<file path="src/rtl/magphase_recombine_pkg.sv">
// rtl/magphase_recombine_pkg.sv - widths, rounding constants and join FSM states for magphase_recombine
package magphase_recombine_pkg;

  localparam int SAMPLE_W = 16;
  localparam int GAIN_W   = 16;

  localparam logic [7:0]        SR_OUT_GAIN_DEF = 8'd192;
  localparam logic [GAIN_W-1:0] GAIN_RESET_DEF  = 16'h1000;

  // mag x norm is Q1.15 x Q1.15; gain is unsigned Q4.12
  localparam int RND1_SHIFT = 15;
  localparam int RND2_SHIFT = 12;
  localparam int RND1       = 1 << (RND1_SHIFT - 1);
  localparam int RND2       = 1 << (RND2_SHIFT - 1);

  typedef enum logic [1:0] {
    ST_SYNC,
    ST_DRAIN_MAG,
    ST_DRAIN_NORM
  } state_t;

endpackage

</file>
<file path="src/rtl/magphase_scale_lane.sv">
// rtl/magphase_scale_lane.sv - one I/Q component: mag*norm, round, *gain, round, saturate
module magphase_scale_lane
  import magphase_recombine_pkg::*;
(
  input  logic                i_clk,
  input  logic                i_rst,
  input  logic                i_en,
  input  logic [SAMPLE_W-1:0] i_mag,
  input  logic [SAMPLE_W-1:0] i_norm,
  input  logic [GAIN_W-1:0]   i_gain,
  output logic [SAMPLE_W-1:0] o_sample
);

  localparam int P_W  = 2 * SAMPLE_W;
  localparam int R2_W = P_W + 2 - RND2_SHIFT;
  localparam logic signed [R2_W-1:0] SAT_MAX = R2_W'(2 ** (SAMPLE_W - 1) - 1);
  localparam logic signed [R2_W-1:0] SAT_MIN = R2_W'(-(2 ** (SAMPLE_W - 1)));

  logic [P_W-1:0]             r_s1;
  logic [SAMPLE_W-1:0]        r_sat;
  logic [P_W:0]               w_sum1;
  logic signed [SAMPLE_W:0]   w_r1;
  logic signed [P_W+1:0]      w_s2;
  logic [P_W+1:0]             w_sum2;
  logic signed [R2_W-1:0]     w_r2;
  logic [SAMPLE_W-1:0]        w_sat;
  logic                       w_unused;

  assign w_sum1 = {r_s1[P_W-1], r_s1} + (P_W + 1)'(RND1);
  assign w_r1   = w_sum1[P_W-1:RND1_SHIFT];
  assign w_s2   = w_r1 * $signed({1'b0, i_gain});
  assign w_sum2 = w_s2 + (P_W + 2)'(RND2);
  assign w_r2   = w_sum2[P_W+1:RND2_SHIFT];

  always_comb begin
    w_sat = w_r2[SAMPLE_W-1:0];
    if (w_r2 > SAT_MAX) begin
      w_sat = {1'b0, {(SAMPLE_W-1){1'b1}}};
    end else if (w_r2 < SAT_MIN) begin
      w_sat = {1'b1, {(SAMPLE_W-1){1'b0}}};
    end
  end

  // r_s1 is stage 1; r_sat is stage 2 and samples the gain as the pair moves in
  always_ff @(posedge i_clk or posedge i_rst) begin
    if (i_rst) begin
      r_s1  <= '0;
      r_sat <= '0;
    end else if (i_en) begin
      r_s1  <= $signed(i_mag) * $signed(i_norm);
      r_sat <= w_sat;
    end
  end

  assign o_sample = r_sat;
  assign w_unused = &{1'b0, w_sum1[P_W], w_sum1[RND1_SHIFT-1:0], w_sum2[RND2_SHIFT-1:0]};

endmodule

</file>
<file path="src/rtl/magphase_recombine.sv">
// rtl/magphase_recombine.sv - joins mag and normalized SC16 streams into gained SC16; MAGPHASE_RECOMBINE_ERRCNT_EN enables err_count
module magphase_recombine
  import magphase_recombine_pkg::*;
#(
  parameter logic [7:0]        SR_OUT_GAIN = SR_OUT_GAIN_DEF,
  parameter logic [GAIN_W-1:0] GAIN_RESET  = GAIN_RESET_DEF
) (
  input  logic        ce_clk,
  input  logic        ce_rst,
  input  logic        clear,
  input  logic        set_stb,
  input  logic [7:0]  set_addr,
  input  logic [31:0] set_data,
  input  logic [31:0] mag_tdata,
  input  logic        mag_tlast,
  input  logic        mag_tvalid,
  output logic        mag_tready,
  input  logic [31:0] norm_tdata,
  input  logic        norm_tlast,
  input  logic        norm_tvalid,
  output logic        norm_tready,
  output logic [31:0] o_tdata,
  output logic        o_tlast,
  output logic        o_tvalid,
  input  logic        o_tready,
  output logic [15:0] err_count
);

  state_t              r_state;
  state_t              w_state_nxt;
  logic [GAIN_W-1:0]   r_gain;
  logic                r_v1, r_v2, r_v3;
  logic                r_l1, r_l2, r_l3;
  logic [31:0]         r_tdata;
  logic                w_adv;
  logic                w_fire;
  logic                w_mismatch;
  logic                w_mag_rdy;
  logic                w_norm_rdy;
  logic [SAMPLE_W-1:0] w_i;
  logic [SAMPLE_W-1:0] w_q;
  logic                w_unused;

  assign w_adv      = ~r_v3 | o_tready;
  assign w_mismatch = w_fire & (mag_tlast ^ norm_tlast);

  // Readiness includes both valids so a beat is only ever taken as part of a pair
  always_comb begin
    w_state_nxt = r_state;
    w_fire      = 1'b0;
    w_mag_rdy   = 1'b0;
    w_norm_rdy  = 1'b0;
    case (r_state)
      ST_SYNC: begin
        w_fire     = mag_tvalid & norm_tvalid & w_adv & ~clear;
        w_mag_rdy  = w_fire;
        w_norm_rdy = w_fire;
        if (w_mismatch) begin
          w_state_nxt = mag_tlast ? ST_DRAIN_NORM : ST_DRAIN_MAG;
        end
      end
      ST_DRAIN_NORM: begin
        w_norm_rdy = ~clear;
        if (norm_tvalid && norm_tlast && !clear) begin
          w_state_nxt = ST_SYNC;
        end
      end
      ST_DRAIN_MAG: begin
        w_mag_rdy = ~clear;
        if (mag_tvalid && mag_tlast && !clear) begin
          w_state_nxt = ST_SYNC;
        end
      end
      default: w_state_nxt = ST_SYNC;
    endcase
  end

  always_ff @(posedge ce_clk or posedge ce_rst) begin
    if (ce_rst) begin
      r_state <= ST_SYNC;
    end else if (clear) begin
      r_state <= ST_SYNC;
    end else begin
      r_state <= w_state_nxt;
    end
  end

  assign mag_tready  = w_mag_rdy & ~ce_rst;
  assign norm_tready = w_norm_rdy & ~ce_rst;

  always_ff @(posedge ce_clk or posedge ce_rst) begin
    if (ce_rst) begin
      r_gain <= GAIN_RESET;
    end else if (set_stb && set_addr == SR_OUT_GAIN) begin
      r_gain <= set_data[GAIN_W-1:0];
    end
  end

  magphase_scale_lane u_lane_i (
    .i_clk    (ce_clk),
    .i_rst    (ce_rst),
    .i_en     (w_adv),
    .i_mag    (mag_tdata[31:16]),
    .i_norm   (norm_tdata[31:16]),
    .i_gain   (r_gain),
    .o_sample (w_i)
  );

  magphase_scale_lane u_lane_q (
    .i_clk    (ce_clk),
    .i_rst    (ce_rst),
    .i_en     (w_adv),
    .i_mag    (mag_tdata[31:16]),
    .i_norm   (norm_tdata[15:0]),
    .i_gain   (r_gain),
    .o_sample (w_q)
  );

  // The three stages move in lock-step; a stalled output freezes everything behind it
  always_ff @(posedge ce_clk or posedge ce_rst) begin
    if (ce_rst) begin
      {r_v1, r_v2, r_v3} <= '0;
      {r_l1, r_l2, r_l3} <= '0;
      r_tdata            <= '0;
    end else if (clear) begin
      {r_v1, r_v2, r_v3} <= '0;
      {r_l1, r_l2, r_l3} <= '0;
    end else if (w_adv) begin
      r_v1    <= w_fire;
      r_l1    <= mag_tlast | norm_tlast;
      r_v2    <= r_v1;
      r_l2    <= r_l1;
      r_v3    <= r_v2;
      r_l3    <= r_l2;
      r_tdata <= {w_i, w_q};
    end
  end

  assign o_tdata  = r_tdata;
  assign o_tlast  = r_l3;
  assign o_tvalid = r_v3;

`ifdef MAGPHASE_RECOMBINE_ERRCNT_EN
  logic [15:0] r_err_count;

  always_ff @(posedge ce_clk or posedge ce_rst) begin
    if (ce_rst) begin
      r_err_count <= '0;
    end else if (clear) begin
      r_err_count <= '0;
    end else if (w_mismatch && r_err_count != 16'hFFFF) begin
      r_err_count <= r_err_count + 16'd1;
    end
  end

  assign err_count = r_err_count;
`else
  assign err_count = '0;
`endif

  assign w_unused = &{1'b0, set_data[31:GAIN_W], mag_tdata[15:0]};

endmodule

</file>
<file path="config.mk">
export PLATFORM = sky130hd
export DESIGN_NAME = magphase_recombine
export DESIGN_NICKNAME = d
export VERILOG_FILES = /design/src/rtl/magphase_recombine_pkg.sv /design/src/rtl/magphase_scale_lane.sv /design/src/rtl/magphase_recombine.sv
export SDC_FILE = /design/constraint.sdc
export NUM_CORES = 2
export LEC_CHECK = 0
export BUFFER_PORTS_ARGS = -buffer_cell sky130_fd_sc_hd__buf_2
export CAP_MARGIN = 0
export CELL_PAD_IN_SITES_DETAIL_PLACEMENT = 1
export CELL_PAD_IN_SITES_GLOBAL_PLACEMENT = 2
export CORE_MARGIN = 4
export CORE_UTILIZATION = 38
export CTS_CLUSTER_DIAMETER = 60
export DETAILED_ROUTE_END_ITERATION = 12
export GPL_ROUTABILITY_DRIVEN = 0
export PLACE_DENSITY = 0.84
export SLEW_MARGIN = 20
export SYNTH_ARGS = -nofsm -noshare
export SYNTH_HDL_FRONTEND = slang
export SYNTH_SLANG_ARGS = --single-unit
</file>
<file path="constraint.sdc">
create_clock -name ce_clk -period 8.3 [get_ports ce_clk]
set_input_delay 1.245 -clock ce_clk [delete_from_list [all_inputs] [get_ports ce_clk]]
set_output_delay 1.245 -clock ce_clk [all_outputs]
set_load 0.01 [all_outputs]
</file>
* Yosys cells after proc, flatten, opt, wreduce, memory -nomap -nowiden
Index checks and enable logic that the tools add are counted.
Word-level totals: output and inout bits 52, word-level logic and storage cells 78, bits of input ports 113, register bits 152
Operators by class: add/sub/neg operators 4, muxes and demuxes 25, reductions and logical operators 10, bitwise logic cells 12, eq/ne operators 6, magnitude comparators 4, $mul 4
Operators by type and width (number):
- adder 34 x 13 -> 34 bit, second input constant | 2
- multiplier 17 x 17 -> 34 bit | 2
- adder 32 x 16 -> 32 bit, second input constant | 2
- multiplier 16 x 16 -> 32 bit | 2
- two-way mux 16 bit | 4
- greater-than comparator 22 x 16 -> 1 bit, second input constant | 2
- < comparator 22 x 16 -> 1 bit, second input constant | 2
- two-way mux 1 bit | 13
- two-way mux 2 bit | 5
- inequality test 3 bit, second input constant | 3
- equality test 8 bit, second input constant | 1
- bitwise AND 1 bit | 6
- case mux 2 bit (3 select lines) | 1
- logical AND 1 bit | 5
- case mux 1 bit (2 select lines) | 2
- NOT 1 bit | 3
- AND reduction 3 bit | 1
- equality test 2 x 1 -> 1 bit, second input constant | 1
- equality test 2 bit, second input constant | 1
- logical NOT 2 bit | 1
- bitwise OR 1 bit | 2
- AND reduction 2 bit | 1
- nonzero test 2 bit | 1
- logical NOT 1 bit | 1
- XOR 1 bit | 1

* Logic depth before layout (Yosys ltp)
depth after elaboration 9, mapped depth 35

* Modules after synthesis
Synthesis repeated with hierarchy kept, for this count alone.
Unflattened totals: cells, all modules 4991, area total of the unflattened synthesis 46331.9 µm²
Modules (own cells, without submodules):
- magphase_scale_lane (u_lane_i) | seq. area each 850.8 µm², times used 1, cells an instance 2403, area an instance 21983.6 µm²
- magphase_scale_lane (u_lane_q) | seq. area each 850.8 µm², times used 1, cells an instance 2423, area an instance 21956.1 µm²
- magphase_recombine | seq. area each 1402.6 µm², times used 1, cells an instance 165, area an instance 2392.3 µm²

* Worst setup path before layout
No wires, ideal clock.
kind flip-flop to flip-flop, start point register u_lane_i.r_s1[16], end point register u_lane_i.r_sat[4] (netlist: u_lane_i.o_sample[4]), cell stages (with the launch flop) 31, setup slack -0.313 ns, path buffers 2, arrival 8.531 ns, setup time 0.082 ns, cells stage by stage dfrtp_1 > and3_1 > and3_1 > nand3_1 > nor4_1 > nand3_1 > xnor2_1 > clkbuf_1 > nand2_1 > inv_1 > fa_1 > fa_1 > clkbuf_1 > xnor2_1 > xnor2_1 > fa_1 > fa_1 > inv_1 > fa_1 > inv_1 > ha_1 > nand2_1 > o21a_1 > o21ai_1 > mux2_2 > a31oi_1 > nand3b_1 > or3_1 > or4_4 > or4_1 > a31oi_1
On the way: longest elaborated chain between the ends 6
RTL lines:
- start: declaration | line magphase_scale_lane.sv:19 | logic [P_W-1:0] r_s1;
- start signal: assignment | line magphase_scale_lane.sv:50 | r_s1 <= $signed(i_mag) * $signed(i_norm);
- adder 32 x 16 -> 32 bit * | line magphase_scale_lane.sv:29 | assign w_sum1 = {r_s1[P_W-1], r_s1} + (P_W + 1)'(RND1);
- multiplier 17 x 17 -> 34 bit * | line magphase_scale_lane.sv:31 | assign w_s2 = w_r1 * $signed({1'b0, i_gain});
- adder 34 x 13 -> 34 bit * | line magphase_scale_lane.sv:32 | assign w_sum2 = w_s2 + (P_W + 2)'(RND2);
- < comparator 22 x 16 -> 1 bit | line magphase_scale_lane.sv:39 | end else if (w_r2 < SAT_MIN) begin
- two-way mux 16 bit | line magphase_scale_lane.sv:39
- two-way mux 16 bit * | line magphase_scale_lane.sv:37 | if (w_r2 > SAT_MAX) begin
- end signal: assignment | line magphase_scale_lane.sv:51 | r_sat <= w_sat;
- end: declaration | line magphase_scale_lane.sv:20 | logic [SAMPLE_W-1:0] r_sat;
Mark *: on every way between the ends. The rest lies on a longest branch, timed or not. A chain may end at the register's enable or synchronous reset.

* Worst setup path in the final report
Ends and elaborated chain as after synthesis.

==> reports/qor.txt <==
Layout net count: 6,667
Routed wire length per instance: 18.60 um
Final min period: 8.182 ns
Worst Hold Class: flop to flop
CTS sink cnt: 124
Number of buffers added on ports: 116
CTS tree: done
Max-Cap Viols: 0
Grt total ovfl: 0
GR peak layer: met2
Distinct cell type count after synthesis: 79
Clock Latency Late Sink: 0.53 ns
DRT Wirelength: 125,500 um
DR vias: 32,940
Cell Rows: 126
Clock Tree Root: clkbuf_16
Peak Freq: 122.2 MHz
I/O pin cnt: 165
Met3 Use GR: 2.590%
Detailed Place HPWL: 102,600 um
P per Cell Area: 399.8 nW/um2
Reg clk slew, reported paths: 0.07 ns
Syn-to-layout area delta: 10.59%
Synth Cell Area: 45,680 um2
Die area: 125,800 um2
Remaining DRCs: 0
Layout cells sized above 1: 10.36%
Syn Inst Count: 4,969
CTS hold repair buffers: 0
Slew Viols, Final: 0
RR Endpoint: u_lane_i.o_sample[4]
GRT met2 Usage: 37.25%
Area leader, netlist: fa_1
Status: finished clean
Final hold violation count: 0
R2R depth: 31
Async SR Flop Fraction: 100.0%
Share of Yosys cell area claimed by the top area cell type: 46.63%
CP Launch Type: flop
DIE WIDTH: 354.7 um
Num CTS Buffers: 17
Met1 usage: 25.83%
Unrepaired setup endpoints after global routing: yes
Area of the core: 118,700 um2
RR Startpoint: u_lane_i.r_s1[16]
CP endpoint kind: flop
Initial antenna violation count: 13
Req. time, crit path: 8.74 ns
Worst-case vdd ir drop: 403.3 uV
Largest net degree at the start of global routing: 68
Worst hold endpoint: u_lane_i.o_sample[15]
Worst Hold Depth: 2
Max clock buf depth: 2
Global Route Usage Sum: 20.55%
Hold Path Origin: u_lane_i.o_sample[15]
Critical path class: flop to flop
Routed Antenna Nets: 0
Worst Max-Slew Pin Slew: 0.9345 ns
Setup ws final: 0.1176 ns
CP peak stage delay: 0.64 ns
Worst path arrival time: 8.62 ns
Leak: 0.02610 uW
Seq/Total Area, Yosys: 6.795%
Slowest cell on the critical path: fa_2
Crit share post-route: 98.58%
Ys Warns: 0
Pre-CTS setup slack: -0.3162 ns
Vias in the first global route: 38,280
Synth Register Bits: 124
Most frequently used flop master after synthesis: dfrtp_1
Total power: 20,200 uW
First-pass GRT wire length: 204,800 um
Via density: 4.882
Slew HR: 37.70%
H-tree lvl count: 4
Chip Height: 354.7 um
Hold_ws: 0.4937 ns
FILL cells: 13,740
Top post-synthesis cells by area: fa_1, inv_1, ha_1
Syn_area_per_cell: 9.194 um2
Initial Util: 38.48%
Setup slack, reg-to-reg: 0.12 ns
Setup violations, final: 0
Worst Path Max Fanout: 8
Setup TNS: 0 ns
Worst Skew: 0.02306 ns
Pre-antenna DRT Iters: 5
1st-iter DRT viols: 1,230
EDFF count, synth: 0
## cells in the mapped netlist, types with 7 or more instances
| cell type | number |
|---|---|
| a211oi_1 | 10 |
| dfrtp_1 | 123 |
| and3_1 | 19 |
| o2bb2ai_1 | 15 |
| o21ai_1 | 9 |
| nor3_1 | 16 |
| mux2_2 | 50 |
| o21bai_1 | 13 |
| inv_1 | 1347 |
| clkbuf_1 | 185 |
| fa_1 | 1064 |
| nand2_1 | 543 |
| a21oi_1 | 81 |
| buf_4 | 16 |
| nand3_1 | 32 |
| a21o_1 | 31 |
| and4_1 | 11 |
| maj3_1 | 8 |
| nand2b_1 | 36 |
| o21a_1 | 12 |
| nand4_1 | 12 |
| o21ai_0 | 50 |
| xnor2_1 | 117 |
| buf_1 | 7 |
| ha_1 | 359 |
| xor2_1 | 33 |
| and2_1 | 549 |
| nor2_1 | 101 |
| o31ai_1 | 12 |
## cell type report
| cell class | instances | area, um2 | share of cell area [%] |
|---|---|---|---|
| multi-input combinational | 3300 | 37260 | 73.75 |
| inverter | 1347 | 5061 | 10.02 |
| sequential | 124 | 3107 | 6.150 |
| timing repair buffer | 341 | 2439 | 4.827 |
| tap | 1600 | 2002 | 3.963 |
| clock buffer | 17 | 425.4 | 0.8421 |
| clock inverter | 15 | 219.0 | 0.4334 |
| antenna | 3 | 7.507 | 0.01486 |
## kinds of logic (layout without fill, tap and decap cells)
kind of cell               Yosys count  count (layout)  synth area share, %
AOI/OAI and AO/OA                  294             294                4.347
xor gates and xnor gates           150             150                2.876
adders and majority gates         1431            1431                56.64
buffers and inverters             1560            1720                12.96
DFF                                124             124                6.795
muxes                               56              56                1.364
other                                1              19             0.008209
and+or+nand+nor                   1353            1353                15.01
## worst max path at each step
| stage | cells after the start | slack (ns) | from | end |
|---|---|---|---|---|
| floorplan | 31 | 0.03 | u_lane_i.r_s1[16] | u_lane_i.o_sample[4] |
| global placement | 29 | -0.05 | u_lane_i.r_s1[17] | u_lane_i.o_sample[4] |
| detailed placement | 30 | -0.32 | u_lane_q.r_s1[14] | u_lane_q.o_sample[12] |
| CTS | 31 | 0.009 | u_lane_i.r_s1[18] | u_lane_i.o_sample[4] |
| global route | 31 | -0.23 | u_lane_i.r_s1[18] | u_lane_i.o_sample[4] |
| finish | 31 | 0.12 | u_lane_i.r_s1[16] | u_lane_i.o_sample[4] |
## through the flow
| step | instance area [um2] | util [%] | std cells |
|---|---|---|---|
| after floorplan | 45760 | - | 4984 |
| after global placement | 49060 | 41.32 | 6676 |
| after detailed placement | 49060 | 41.32 | 6676 |
| after CTS | 49880 | 42.02 | 6718 |
| after global routing | 50510 | 42.55 | 6745 |
| final | 50520 | 42.56 | 6747 |
## where the power goes
group	leakage (uW)	internal, uW	switching [uW]
Combinational	0.0243	8060	9910
Sequential	0.00146	1110	229
Clock	0.000314	489	401
## flip-flops by register name, summed over array words and instances, names as in the netlist
name / count
o_tdata: 32
o_tlast: 1
r_state: 2
u_lane_i.o_sample: 16
u_lane_q.o_sample: 16
u_lane_q.r_s1: 18
r_l2: 1
u_lane_i.r_s1: 18
o_tvalid: 1
r_v1: 1
r_gain: 16
r_v2: 1
r_l1: 1
## cell usage in the layout (no fill, tap or decap), drive strengths merged, types with 8 or more instances in the layout
cell type and count:
a211oi 10, a21o 31, a21oi 81, and2 550, and3 19, and4 12
buf 340, clkbuf 18, conb 16, dfrtp 123, fa 1064, ha 359
inv 1356, maj3 8, mux2 50, nand2 543, nand2b 36, nand3 33
nand4 12, nor2 101, nor3 17, o21a 12, o21ai 60, o21bai 13
o2bb2ai 15, o31ai 13, xnor2 117, xor2 33
## critical path, delay by kind of cell (launching register included)
family          cells  cell delay [ns]
compound gates      7             1.37
simple gates        9             2.32
xor+xnor            2             0.29
fa+ha+maj           7             3.20
flops               1             0.35
buf+inv             6             0.59
## per-layer routing
metal  wire length [um]  vias to the layer above  share of wire, %
li1                   -                    14730                 -
met5                 74                        -             0.059
met3               4976                      167               4.0
met2              64710                      555                52
met1              52830                    17480                42
met4               2919                       12               2.3
## timing repair
action / in CTS / in global routing
buffers inserted: 10 / 24
gates cloned: 0 / 2
pin swaps: 7 / 45
gates resized for setup: 23 / 96
setup endpoints to repair: 30 / 31
Note: power is estimated with default switching activity, not from simulation.
